### src/rtl/nota_sequenciador_if.sv
// Control, RAM-load and decoder-facing signals of the melody sequencer.
// The master drives the controls; the sequencer is the slave.
interface nota_sequenciador_if #(
   parameter int DEPTH = 16
);
   localparam int AW = $clog2(DEPTH);

   logic          iniciar;
   logic          parar;
   logic          repetir;
   logic          wr_en;
   logic [AW-1:0] wr_addr;
   logic [7:0]    wr_data;
   logic          tom;
   logic          notas1;
   logic          notas2;
   logic          notas3;
   logic          nota_valida;
   logic          ocupado;
   logic          fim;
   logic [AW-1:0] indice;

   modport master (
      output iniciar, parar, repetir, wr_en, wr_addr, wr_data,
      input  tom, notas1, notas2, notas3, nota_valida, ocupado, fim, indice
   );

   modport slave (
      input  iniciar, parar, repetir, wr_en, wr_addr, wr_data,
      output tom, notas1, notas2, notas3, nota_valida, ocupado, fim, indice
   );
endinterface

### src/rtl/nota_sequenciador.sv
// Melody sequencer: plays {tom, notas, duracao} entries from a small RAM to the
// note decoder, one note at a time, with a one-cycle gap between notes.
module nota_sequenciador #(
   parameter int DEPTH          = 16,
   parameter int TICKS_PER_BEAT = 4
) (
   input logic                 clk,
   input logic                 rst_n,
   nota_sequenciador_if.slave  bus
);
   localparam int              AW          = $clog2(DEPTH);
   localparam int              TW          = (TICKS_PER_BEAT > 1) ? $clog2(TICKS_PER_BEAT) : 1;
   localparam logic [TW-1:0]   TICK_RELOAD = TW'(TICKS_PER_BEAT - 1);
   localparam logic [AW-1:0]   LAST_IDX    = AW'(DEPTH - 1);

   typedef enum logic [1:0] {IDLE, FETCH, PLAY} state_e;

   state_e        state_q, state_d;
   logic [AW-1:0] indice_q, indice_d;
   logic [3:0]    beat_q, beat_d;
   logic [TW-1:0] tick_q, tick_d;
   logic          tom_q, tom_d;
   logic [2:0]    notas_q, notas_d;
   logic          valid_q, valid_d;
   logic          ocupado_q, ocupado_d;
   logic          fim_q, fim_d;
   logic          end_req;

   logic [7:0]    mem_q [DEPTH];
   logic [7:0]    entry;

   // NOTE: the melody RAM deliberately has no reset so a loaded tune survives rst_n.
   always_ff @(posedge clk) begin
      if (bus.wr_en && state_q == IDLE) mem_q[bus.wr_addr] <= bus.wr_data;
   end

   assign entry = mem_q[indice_q];

   // NOTE: every variable gets a default first so no path leaves a latch behind.
   always_comb begin
      state_d  = state_q;
      indice_d = indice_q;
      beat_d   = beat_q;
      tick_d   = tick_q;
      tom_d    = tom_q;
      notas_d  = notas_q;
      valid_d  = valid_q;
      fim_d    = 1'b0;
      end_req  = 1'b0;

      case (state_q)
         IDLE: begin
            tom_d   = 1'b0;
            notas_d = '0;
            valid_d = 1'b0;
            if (bus.iniciar) begin
               state_d  = FETCH;
               indice_d = '0;
            end
         end
         FETCH: begin
            valid_d = 1'b0;
            if (entry[3:0] != 4'd0) begin
               tom_d   = entry[7];
               notas_d = entry[6:4];
               valid_d = 1'b1;
               beat_d  = entry[3:0];
               tick_d  = TICK_RELOAD;
               state_d = PLAY;
            end else begin
               end_req = 1'b1;
            end
         end
         PLAY: begin
            if (tick_q == '0) begin
               tick_d = TICK_RELOAD;
               if (beat_q == 4'd1) begin
                  if (indice_q == LAST_IDX) begin
                     end_req = 1'b1;
                  end else begin
                     indice_d = indice_q + 1'b1;
                     valid_d  = 1'b0;
                     state_d  = FETCH;
                  end
               end else begin
                  beat_d = beat_q - 4'd1;
               end
            end else begin
               tick_d = tick_q - 1'b1;
            end
         end
         default: state_d = IDLE;
      endcase

      // Entry 0 being the end point means an empty melody, which must never loop.
      if (end_req) begin
         valid_d  = 1'b0;
         indice_d = '0;
         if (bus.repetir && indice_q != '0) begin
            state_d = FETCH;
         end else begin
            state_d = IDLE;
            fim_d   = 1'b1;
            tom_d   = 1'b0;
            notas_d = '0;
         end
      end

      if (bus.parar) begin
         state_d  = IDLE;
         indice_d = '0;
         beat_d   = '0;
         tick_d   = '0;
         tom_d    = 1'b0;
         notas_d  = '0;
         valid_d  = 1'b0;
         fim_d    = 1'b0;
      end

      ocupado_d = (state_d != IDLE);
   end

   always_ff @(posedge clk) begin
      if (!rst_n) begin
         state_q   <= IDLE;
         indice_q  <= '0;
         beat_q    <= '0;
         tick_q    <= '0;
         tom_q     <= 1'b0;
         notas_q   <= '0;
         valid_q   <= 1'b0;
         ocupado_q <= 1'b0;
         fim_q     <= 1'b0;
      end else begin
         state_q   <= state_d;
         indice_q  <= indice_d;
         beat_q    <= beat_d;
         tick_q    <= tick_d;
         tom_q     <= tom_d;
         notas_q   <= notas_d;
         valid_q   <= valid_d;
         ocupado_q <= ocupado_d;
         fim_q     <= fim_d;
      end
   end

   assign bus.tom         = tom_q;
   assign bus.notas1      = notas_q[2];
   assign bus.notas2      = notas_q[1];
   assign bus.notas3      = notas_q[0];
   assign bus.nota_valida = valid_q;
   assign bus.ocupado     = ocupado_q;
   assign bus.fim         = fim_q;
   assign bus.indice      = indice_q;
endmodule

### src/flat_wrapper.sv
// flat-port wrapper written by rule: the top's interface ports become plain ports
module nota_sequenciador_flat 
#(
   parameter int DEPTH          = 16,
   parameter int TICKS_PER_BEAT = 4
)
  (clk, rst_n, bus_iniciar, bus_parar, bus_repetir, bus_wr_en, bus_wr_addr, bus_wr_data, bus_tom, bus_notas1, bus_notas2, bus_notas3, bus_nota_valida, bus_ocupado, bus_fim, bus_indice);
  nota_sequenciador_if #(.DEPTH(DEPTH)) bus_i ();
  input logic clk;
  input logic rst_n;
  input wire logic [$bits(bus_i.iniciar)-1:0] bus_iniciar;
  input wire logic [$bits(bus_i.parar)-1:0] bus_parar;
  input wire logic [$bits(bus_i.repetir)-1:0] bus_repetir;
  input wire logic [$bits(bus_i.wr_en)-1:0] bus_wr_en;
  input wire logic [$bits(bus_i.wr_addr)-1:0] bus_wr_addr;
  input wire logic [$bits(bus_i.wr_data)-1:0] bus_wr_data;
  output wire logic [$bits(bus_i.tom)-1:0] bus_tom;
  output wire logic [$bits(bus_i.notas1)-1:0] bus_notas1;
  output wire logic [$bits(bus_i.notas2)-1:0] bus_notas2;
  output wire logic [$bits(bus_i.notas3)-1:0] bus_notas3;
  output wire logic [$bits(bus_i.nota_valida)-1:0] bus_nota_valida;
  output wire logic [$bits(bus_i.ocupado)-1:0] bus_ocupado;
  output wire logic [$bits(bus_i.fim)-1:0] bus_fim;
  output wire logic [$bits(bus_i.indice)-1:0] bus_indice;
  assign bus_i.iniciar = bus_iniciar;
  assign bus_i.parar = bus_parar;
  assign bus_i.repetir = bus_repetir;
  assign bus_i.wr_en = bus_wr_en;
  assign bus_i.wr_addr = bus_wr_addr;
  assign bus_i.wr_data = bus_wr_data;
  assign bus_tom = bus_i.tom;
  assign bus_notas1 = bus_i.notas1;
  assign bus_notas2 = bus_i.notas2;
  assign bus_notas3 = bus_i.notas3;
  assign bus_nota_valida = bus_i.nota_valida;
  assign bus_ocupado = bus_i.ocupado;
  assign bus_fim = bus_i.fim;
  assign bus_indice = bus_i.indice;
  nota_sequenciador #(.DEPTH(DEPTH), .TICKS_PER_BEAT(TICKS_PER_BEAT)) u_core (.clk(clk), .rst_n(rst_n), .bus(bus_i));
endmodule
### config.mk
export PLATFORM = sky130hd
export DESIGN_NAME = nota_sequenciador_flat
export DESIGN_NICKNAME = d
export VERILOG_FILES = /design/src/rtl/nota_sequenciador_if.sv /design/src/rtl/nota_sequenciador.sv /design/src/flat_wrapper.sv
export SDC_FILE = /design/constraint.sdc
export NUM_CORES = 1
export LEC_CHECK = 0
export CAP_MARGIN = 15
export CORE_UTILIZATION = 40
export CTS_BUF_LIST = sky130_fd_sc_hd__clkbuf_8
export CTS_CLUSTER_SIZE = 8
export DETAILED_ROUTE_END_ITERATION = 8
export PLACE_DENSITY_LB_ADDON = 0.1
export SLEW_MARGIN = 10
export SYNTH_ARGS = -nofsm -noshare
export SYNTH_HDL_FRONTEND = slang
export SYNTH_SLANG_ARGS = --single-unit
### constraint.sdc
create_clock -name clk -period 2.25 [get_ports clk]
set_input_delay 0.5625 -clock clk [delete_from_list [all_inputs] [get_ports clk]]
set_output_delay 0.5625 -clock clk [all_outputs]
set_load 0.02 [all_outputs]
* Word level (Yosys, flattened, before mapping)
Memories as Yosys holds them, arrays and structs flattened. A register that Yosys moved wholly into a read port is not among the register bits. Index checks and enable logic that the tools add are counted.
Storage, ports and cells: output and inout bits 11, bits of input ports 18, memories kept 1, flip-flop bits (word level) 19, logic and storage cells 86, memory bits (writable) 128
Memory list:
- u_core.mem_q | words 16, bits a word 8, read ports 1, clocked after memory_dff 1, wr ports 1, RTL line nota_sequenciador.sv:29 | logic [7:0] mem_q [DEPTH];
Cells by class: add/subtract/negate cells 3, multiplexer cells 44, reduce and logical (&&, ||, !) cells 17, eq/ne operators 10, bitwise logic cells 2
Operators with widths (number):
- $mux 4 | 9
- $mux 2 | 9
- $pmux 4 s2 | 2
- $mux 1 | 15
- $mux 3 | 3
- $reduce_and 4->1 | 2
- $reduce_bool 4->1 | 2
- $ne 2x1->1 const B | 3
- $ne 2x2->1 const B | 3
- $pmux 2 s3 | 1
- $pmux 3 s2 | 1
- $reduce_bool 2->1 | 3
- $reduce_or 3->1 | 2
- $reduce_and 5->1 | 1
- $add 4x1->4 const B | 1
- $eq 4x1->1 const B | 1
- $eq 4x4->1 const B | 1
- $logic_not 2->1 | 2
- $pmux 1 s2 | 2
- $pmux 2 s2 | 1
- $sub 4x1->4 const B | 1
- $pmux 1 s3 | 1
- $reduce_bool 3->1 | 1
- $eq 2x1->1 const B | 1
- other kinds (6) | 8

* Depth between registers and ports, before layout
Gate-level depths: netlist (run 1).
depth after elaboration 8, mapped depth 9, mapped depth without buffers 8

* Worst setup path after synthesis (run 1)
OpenSTA, ideal clock, no wires.
path kind register to register, from register with a tool-made name, to register u_core.ocupado_q (netlist: u_core.bus.ocupado), path buffers 3, path slack -179 ps, library setup time 127 ps, required time 2123 ps, cell stages (with the launch flop) 10, data arrival time 2302 ps, period minus slack after synthesis 2429 ps, cells stage by stage dfxtp_1 buf_6 buf_2 mux4_2 nand2_1 nand3_2 or4_4 buf_6 o21ai_4 o22ai_1
RTL lines:
- end signal, assigned | RTL line nota_sequenciador.sv:142 | ocupado_q <= ocupado_d;
- end, declared | RTL line nota_sequenciador.sv:25 | logic ocupado_q, ocupado_d;

==> results of run 1 <==
## sequential cells by signal (all words and copies together) (netlist names), 2 cells and up, named ones only
register and cells:
u_core.beat_q 4, u_core.bus.indice 4, u_core.mem_q 128, u_core.notas_q 3, u_core.state_q 2, u_core.tick_q 2
## path summary, 6_finish.rpt
path,end,slack (ps),depth (start not counted)
setup / recovery,u_core.bus.tom,-200,8
hold reg to reg,u_core.notas_q[2],500,2
setup reg to reg,u_core.bus.tom,-200,8
hold / removal,u_core.notas_q[2],500,2
## worst max-delay path, cell delays in order (launching register included)
cell	delay, ps
dfxtp_4	420
buf_12	160
mux4_2	550
nand2_1	120
nand3_2	120
or4_4	620
buf_4	180
nand3_1	70
a31oi_1	80
## cell usage in the layout, fill, tap and decap left out, drive strengths merged, types with 8 or more instances in the layout
master / instances
a21oi: 10
a31oi: 8
buf: 58
clkbuf: 17
clkdlybuf4s50: 28
dfxtp: 23
edfxtp: 128
ha: 9
inv: 17
mux4: 36
nand2: 23
nand3: 20
nor2: 31
## layer usage
metal,GRT usage [%],vias up,share of wire (%)
met3,4.61,18,4.6
met2,28.7,97,48
met5,0,-,0
met4,7.35,0,1.7
met1,23.6,1855,46
li1,-,1678,-
## power by group
| group | total, mW | switching (mW) | leakage (nW) | internal, mW |
|---|---|---|---|---|
| registers | 3.07 | 0.00937 | 1.34 | 3.06 |
| clock network | 1.91 | 1.03 | 0.181 | 0.874 |
| logic | 0.217 | 0.130 | 0.935 | 0.0877 |
| total | 5.20 | 1.17 | 2.46 | 4.02 |
## repair_timing
action	in CTS	in global routing
pin swaps	6	6
gates resized for setup	4	5
buffers inserted	3	1
endpoints found under the setup margin	23	23
## area by class of cell
cell class | instances | area, µm²
Tap cell | 211 | 264
Sequential cell | 151 | 4310
Clock inverter | 15 | 128
Inverter | 12 | 45.0
Clock buffer | 17 | 234
Multi-Input combinational cell | 197 | 1830
Timing Repair Buffer | 86 | 736
Fill cell | 1294 | 7710
## logic make-up after synthesis
family,share of synthesized area [%]
buffers and inverters,2.18
adders and majority gates,1.80
DFF,68.8
AOI/OAI and AO/OA,5.44
and+or+nand+nor,8.28
muxes,13.5
## per-stage QoR
stage / setup TNS, ps / setup slack (ps) / utilization (%) / power, mW
2_1_floorplan: -340 / -96.2 / - / 3.22
3_3_place_gp: -3230 / -212 / 46.7 / 3.35
3_5_place_dp: -4750 / -294 / 46.7 / 3.35
4_1_cts: -3230 / -237 / 49.3 / 5.24
5_1_grt: -5080 / -276 / 49.4 / 5.38
6_report: -2790 / -198 / 49.4 / 5.20
==> summary.md, run 1 <==
| Metric | Value |
|---|---|
| Unrepaired setup endpoints after global routing | `true` |
| Data required, critical path | `2580 ps` |
| Core Area | `15300 µm²` |
| Placed Cells | `653` |
| Slew Limit Fails | `0` |
| Status | `finished with violations` |
| CP arrival | `2780 ps` |
| Dominant cells by area after synthesis | `edfxtp_1 61%, mux4_2 11%, dfxtp_1 7.4%` |
| Ys Warns | `0` |
| Placed Area | `7130 µm²` |
| Relative slew slack | `60.7%` |
| Syn Area/Cell | `16.7 µm²` |
| Crit share post-route | `109%` |
| Final critical-path required period | `2450 ps` |
| FP Rows | `45` |
| Clock Skew | `14.7 ps` |
| Antenna Diode Count | `0` |
| Clk_lat worst skew | `~450 ps` |
| Synth async-reset ratio | `0%` |
| Largest net degree at the start of global routing | `17` |
| Die X | `~130 µm` |
| Worst Path Max Fanout | `9` |
| Vias in the first global route | `3720` |
| # setup viols final | `22` |
| Static Leak | `between 2 and 2.5 nW` |
| Top-area cell type share of the netlist area | `61.4%` |
| PortBufs | `28` |
| Layout cells sized above 1 | `~29%` |
| CTS Sinks | `between 150 and 200` |
| Startpoint class of the critical path | `flip-flop` |
| IO Pins | `29` |
| VDD IR max | `459 µV` |
| Power per cell area | `689 nW/µm²` |
| Syn_nets | `402` |
| Hold Crit Class | `reg -> reg` |
| Clock Path Buffers | `2` |
| Post-route ant nets | `0` |
| Cell Area, Synth | `approximately 6300 µm²` |
| Initial antenna violation count | `0` |
| Initial Util | `41.0%` |
| DR pass1 iterations | `4` |
| Register area share after synthesis | `68.8%` |
| Routed len/inst | `about 19 µm` |
| Number of buffers created by CTS | `17` |
| Synth cell types | `46` |
| Final #Nets | `between 400 and 500` |
| Post-route cell area | `~7500 µm²` |
| Vias after detailed routing | `~3600` |
| Chip height | `127 µm` |
| DRC viols | `0` |
| Seq cells post-synth | `roughly 150` |
| Clk Tree Root Cell | `clkbuf_8` |
| Top-count cell post-synth | `edfxtp_1` |
| Total GRT Usage | `around 18%` |
| Crit end category | `flip-flop` |
| Post-synth top cells | `128 x edfxtp_1, 31 x nor2_1, 30 x mux4_2` |
| Failing checks | `negative setup slack` |
| Hold buffer count at CTS | `0` |
| Clk slew on worst S/H paths | `80 ps` |
| Post-route worst setup slack | `-198 ps` |
| Drt initial violations | `between 200 and 300` |
| Post-synth EDFFs | `128` |
| FMAX | `408 MHz` |
| CTS tree | `done` |
| MaxCap Viol Count | `0` |
| Primary FF master, synth | `edfxtp_1` |
| Layout Cells excl Fill | `a little under 700` |
| Grt ovf | `0` |
| Die ar. | `~16000 µm²` |
| Hold Vio Cnt, Final | `0` |
| Vias per Instance | `around 5.3` |
| First-pass GRT wire length | `20900 µm` |
| Drt total wl | `between 10000 and 15000 µm` |
| CP Class | `reg -> reg` |
| Worst hold margin | `499 ps` |
| Hpwl dp | `approximately 9400 µm` |
| Slew @ Worst Pin | `between 500 and 600 ps` |
| Syn Inst Count | `375` |
| CTS H-tree lvls | `4` |
| Post-synth top area cell | `edfxtp_1` |
| Global placer's final weighted congestion | `roughly 0.84` |
| Area grow syn2layout | `20.6%` |
| Hold Startpoint | `u_core.notas_q[2]` |
(Power assumes the default switching activity.)
==> inputs of run 2 (changes only) <==
Settings changed: SLEW_MARGIN 10 to default.
==> results of run 2 <==
Final layout, timing and power as in run 1 (identical DEF).
